## config.mk

```make
export PLATFORM = sky130hd
export DESIGN_NAME = instr_fetch_unit
export DESIGN_NICKNAME = d
export VERILOG_FILES = /design/src/rtl/instr_fetch_unit.sv
export SDC_FILE = /design/constraint.sdc
export NUM_CORES = 1
export LEC_CHECK = 0
export ABC_AREA = 1
export CORE_ASPECT_RATIO = 0.9
export CORE_MARGIN = 2
export CORE_UTILIZATION = 46
export CTS_CLUSTER_DIAMETER = 80
export DETAILED_ROUTE_END_ITERATION = 6
export PLACE_DENSITY = 0.86
export SLEW_MARGIN = 20
export SYNTH_ARGS = -nofsm -noshare
export SYNTH_HDL_FRONTEND = slang
export SYNTH_SLANG_ARGS = --single-unit
```

## constraint.sdc

```tcl
create_clock -name clk -period 2.1 [get_ports clk]
set_input_delay 0.63 -clock clk [delete_from_list [all_inputs] [get_ports clk]]
set_output_delay 0.63 -clock clk [all_outputs]
set_load 0.005 [all_outputs]
```

## src/rtl/instr_fetch_unit.sv

```systemverilog
// Instruction fetch front end: program counter, zero-latency memory read and a
// PC-tagged prefetch FIFO that feeds decode over a valid/ready handshake.
module instr_fetch_unit #(
  parameter int N = 10,
  parameter int M = 16,
  parameter int DEPTH = 2,
  parameter logic [N-1:0] RESET_PC = {N{1'b0}}
) (
  input  logic                     clk,
  input  logic                     reset,
  input  logic                     fetch_en,
  output logic [N-1:0]             mem_address,
  output logic                     mem_WE,
  input  logic [M-1:0]             mem_readData,
  input  logic                     redirect,
  input  logic [N-1:0]             redirect_pc,
  output logic [M-1:0]             instr,
  output logic [N-1:0]             instr_pc,
  output logic                     instr_valid,
  input  logic                     instr_ready,
  output logic [$clog2(DEPTH):0]   fifo_count
);

  localparam int AW = $clog2(DEPTH);
  localparam int CW = AW + 1;

  logic [N-1:0]  pc_r;
  logic [AW-1:0] head_r;
  logic [AW-1:0] tail_r;
  logic [CW-1:0] count_r;
  logic [CW-1:0] count_next_s;
  logic [M-1:0]  word_mem_r [DEPTH];
  logic [N-1:0]  pc_mem_r [DEPTH];
  logic          pop_s;
  logic          push_s;

  assign mem_address = pc_r;
  assign mem_WE      = 1'b0;
  assign fifo_count  = count_r;
  assign instr_valid = (count_r != {CW{1'b0}});
  assign pop_s       = instr_valid & instr_ready;
  // A full FIFO still accepts a word when the head leaves in the same cycle.
  assign push_s      = fetch_en & ~redirect & ((count_r < CW'(DEPTH)) | pop_s);

  // Occupancy update for the push/pop combinations.
  always_comb begin
    count_next_s = count_r;
    case ({push_s, pop_s})
      2'b10:   count_next_s = count_r + CW'(1);
      2'b01:   count_next_s = count_r - CW'(1);
      2'b11:   count_next_s = count_r;
      default: count_next_s = count_r;
    endcase
  end

  // Head presentation; reads zero while the FIFO is empty.
  always_comb begin
    instr    = {M{1'b0}};
    instr_pc = {N{1'b0}};
    if (instr_valid) begin
      instr    = word_mem_r[head_r];
      instr_pc = pc_mem_r[head_r];
    end else begin
      instr    = {M{1'b0}};
      instr_pc = {N{1'b0}};
    end
  end

  // PC, FIFO pointers, occupancy and storage; redirect flushes and wins over push/pop.
  always_ff @(posedge clk or posedge reset) begin
    if (reset) begin
      pc_r    <= RESET_PC;
      head_r  <= {AW{1'b0}};
      tail_r  <= {AW{1'b0}};
      count_r <= {CW{1'b0}};
      for (int i = 0; i < DEPTH; i++) begin
        word_mem_r[i] <= {M{1'b0}};
        pc_mem_r[i]   <= {N{1'b0}};
      end
    end else if (redirect) begin
      pc_r    <= redirect_pc;
      head_r  <= {AW{1'b0}};
      tail_r  <= {AW{1'b0}};
      count_r <= {CW{1'b0}};
    end else begin
      if (push_s) begin
        word_mem_r[tail_r] <= mem_readData;
        pc_mem_r[tail_r]   <= pc_r;
        tail_r             <= tail_r + AW'(1);
        pc_r               <= pc_r + N'(1);
      end
      if (pop_s) begin
        head_r <= head_r + AW'(1);
      end
      count_r <= count_next_s;
    end
  end

endmodule

```

==> impl_metrics.py <==
metrics = {
    "place": {
        "routabilityCongestion": 0.808,
        "place_worst_setup_slack_ns": -0.0544,
        "post_place_instance_area_sq_um": 4070,
        "port_buffers": 69,
        "dp_hpwl_um": 4920,
    },
    "flow_run": {
        "cap_violations": 0,
    },
    "finish": {
        "final_antenna_diode_count": 0,
        "area_delta_synth_final_pct": 31.6,
        "nNetsFinal": 513,
        "post_route_cells_drive_above_1_share_pct": 19.8,
        "multi_input_comb_area_sq_um": 1380,
        "final_cell_area_sq_um": 4340,
        "layout.filler_cells": 609,
        "register_area_sq_um": 1650,
    },
    "status": {
        "run_status": "finished with violations",
        "violations_in_the_final_reports": "setup timing",
    },
    "clock_tree": {
        "clock_insertion_delay_worst_skew_ns": 0.33,
        "max-clock-path-buffers": 2,
        "clk_transition_reported_paths_ns": 0.06,
        "ctsHtreeMaxLevel": 3,
        "tritoncts.num_buffers": 9,
        "hold_buffer_count_at_cts": 0,
        "cts_tree": "done",
        "cts-root-buf": "sky130_fd_sc_hd__clkbuf_8",
        "clock_sink_count": 66,
    },
    "synthesis": {
        "synthesis.yosys.warnings": 0,
        "synth_seq_cells": 66,
        "synthesis.area_sq_um": 3300,
        "post_synthesis_area_per_instance_sq_um": 8.19,
        "synth.top_cells.by_area": "sky130_fd_sc_hd__dfrtp_1 50%, sky130_fd_sc_hd__nand2_1 16%, sky130_fd_sc_hd__o21ai_2 6.9%",
        "post-synth-top-area-fraction_pct": 50.0,
        "synth_common_cells": "145 x sky130_fd_sc_hd__nand2_1, 66 x sky130_fd_sc_hd__dfrtp_1, 38 x sky130_fd_sc_hd__inv_1, 30 x sky130_fd_sc_hd__o21ai_0, 29 x sky130_fd_sc_hd__a21oi_1",
        "syn-num-nets": 435,
        "synth_edf_count": 0,
        "syn-instance-count": 403,
        "ys_types": 30,
        "synthMostInstantiatedCell": "sky130_fd_sc_hd__nand2_1",
        "synth_flop_cell": "sky130_fd_sc_hd__dfrtp_1",
        "synth_async_sr_flop_share_pct": 100,
        "ys_seq_area_share_pct": 50.0,
        "synth_largest_area_cell": "sky130_fd_sc_hd__dfrtp_1",
    },
    "sta": {
        "final.setup.tns_ns": -0.336,
        "final.setup_skew_ns": 0.00900,
        "setup-violations-final": 4,
        "final.period_utilization_pct": 108,
        "timing.final.max_slew_violations": 0,
        "timing.fmax_mhz": 442,
        "final_critical_path_setup_slack_ns": -0.163,
        "finalHoldViolations": 0,
        "grt_setup_unrepaired": "yes",
        "worst_hold_slack_ns": 0.484,
        "post-route-min-period_ns": 2.26,
    },
    "route": {
        "route.final.wire_length_um": 7580,
        "initialDrtViolationCount": 224,
        "via_count": 2943,
        "routed_wire_length_per_instance_um": 13.1,
        "via_per_inst": 5.09,
        "route.antenna.remaining_nets": 0,
        "first_pass_iters": 5,
        "route.detailed.drc": 0,
    },
    "setup_path": {
        "timing_worst_setup_path_type": "flip-flop to output port",
        "crit_arrival_ns": 1.63,
        "crit_path_max_fanout": 10,
        "critPathSlowestCell": "sky130_fd_sc_hd__clkdlybuf4s50_1",
        "largest_stage_delay_on_the_critical_path_ns": 0.52,
        "setup.worst_path.start_class": "flip-flop",
        "worst_endpoint_required_time_ns": 1.47,
        "crit_path_cell_trace": "buf_4 > nand2_1 > a21oi_1 > clkdlybuf4s50_1",
        "cp-end-kind": "output port",
    },
    "grt": {
        "grt_max_degree": 67,
        "grt_pass1_wl_um": 12900,
        "via_count_of_the_first_global_routing_pass": 2851,
        "globalRoute.totalOverflow": 0,
        "grt_usage_pct": 20.4,
        "antenna_found_initial": 0,
    },
    "power_and_ir_drop": {
        "power.total_mw": 4.77,
        "static-leakage-power_nw": 2.13,
        "peakVddDrop_mv": 0.457,
        "power_density_nw_per_um2": 1100,
    },
    "die": {
        "chipWidth_um": 93.3,
        "die_area_sq_um": 7870,
        "core_area_sq_um": 7000,
        "initial_core_util_pct": 47.1,
        "rows": 29,
        "ioPinCount": 71,
        "fp.dieH_um": 84.4,
    },
    "hold_path": {
        "worstHoldPathType": "flip-flop to flip-flop",
    },
}
-- critical path, delay by kind of cell, from the launching register on --
family                 cells  cell delay [ns]
buffers and inverters      2             0.72
DFF                        1             0.39
and+or+nand+nor            1             0.07
AOI/OAI and AO/OA          1             0.14
-- flip-flops by register name, indices dropped and copies added, names as in the netlist --
name and flops:
tail_r 1, head_r 1, fifo_count 2, mem_address 10, word_mem_r 32, pc_mem_r 20
-- metrics by stage --
step | util (%) | std cells
final | 62.0 | 578
after global routing | 62.0 | 578
after CTS | 61.9 | 576
after detailed placement | 58.2 | 556
after global placement | 58.2 | 556
after floorplan | - | 403
-- where the power goes --
part	switching (mW)	internal (mW)	total, mW
registers	0.275	1.71	1.99
logic	0.914	0.837	1.75
clock network	0.455	0.572	1.03
-- placed cells by master, fill, tap and decap left out, types with 4 or more instances in the layout --
cell                              synthesis  routed
sky130_fd_sc_hd__a21oi_2                  0       7
sky130_fd_sc_hd__clkbuf_8                 0      10
sky130_fd_sc_hd__nor2_1                   7       7
sky130_fd_sc_hd__o21ai_0                 30      30
sky130_fd_sc_hd__nand3_1                 16      16
sky130_fd_sc_hd__a21oi_1                 29      22
sky130_fd_sc_hd__buf_6                    5       4
sky130_fd_sc_hd__clkdlybuf4s50_1          0      44
sky130_fd_sc_hd__clkdlybuf4s15_1          0       5
sky130_fd_sc_hd__buf_4                    3      11
sky130_fd_sc_hd__buf_2                    5      10
sky130_fd_sc_hd__nand2_1                145     142
sky130_fd_sc_hd__inv_1                   38      36
sky130_fd_sc_hd__clkinv_2                 1       4
sky130_fd_sc_hd__o21ai_2                 26      26
sky130_fd_sc_hd__dfrtp_1                 66      66
sky130_fd_sc_hd__nand4_1                  4       4
sky130_fd_sc_hd__clkbuf_2                 3       4
-- cells by family (layout without fill, tap and decap cells) --
| kind of cell | Yosys count | count (layout) | synth area share [%] |
|---|---|---|---|
| other cells | 1 | 1 | 0.114 |
| xor+xnor | 2 | 2 | 0.531 |
| flops | 66 | 66 | 50.0 |
| compound gates | 92 | 92 | 17.2 |
| fa+ha+maj | 1 | 1 | 0.379 |
| simple gates | 178 | 178 | 22.3 |
| buf+inv | 63 | 145 | 9.48 |
-- final cells by class --
| class | count | area share [%] |
|---|---|---|
| inverter | 42 | 3.95 |
| clock buffer | 12 | 3.34 |
| clock inverter | 3 | 0.922 |
| timing repair buffer | 88 | 19.4 |
| sequential | 66 | 38.0 |
| tap | 93 | 2.68 |
| multi-input combinational | 274 | 31.7 |
-- layer usage --
layer | vias to the layer above | wire length (um) | GRT usage [%]
met1 | 1394 | 3440 | 27.5
met2 | 110 | 3650 | 33.4
met3 | 5 | 439 | 3.68
met5 | - | 0 | 0
li1 | 1434 | - | -
met4 | 0 | 46 | 7.09
-- path summary, 6_finish.rpt --
check,startpoint,endpoint,slack (ns),cells past startpoint
max,head_r,instr[1],-0.16,4
min,word_mem_r[14],word_mem_r[14],0.48,2
max reg2reg,mem_address[0],mem_address[6],0.67,6
min reg2reg,word_mem_r[14],word_mem_r[14],0.48,2
max in group asynchronous,reset,pc_mem_r[16],1.08,3
min in group asynchronous,reset,pc_mem_r[2],0.74,3
-- repair_timing --
| action | CTS | global route |
|---|---|---|
| pin swaps | 0 | 3 |
| endpoints found under the setup margin | 26 | 27 |
| resized for setup | 78 | 21 |
| setup buffers | 4 | 4 |
| cloned | 1 | 0 |
Note: power is estimated with default switching activity, not from simulation.
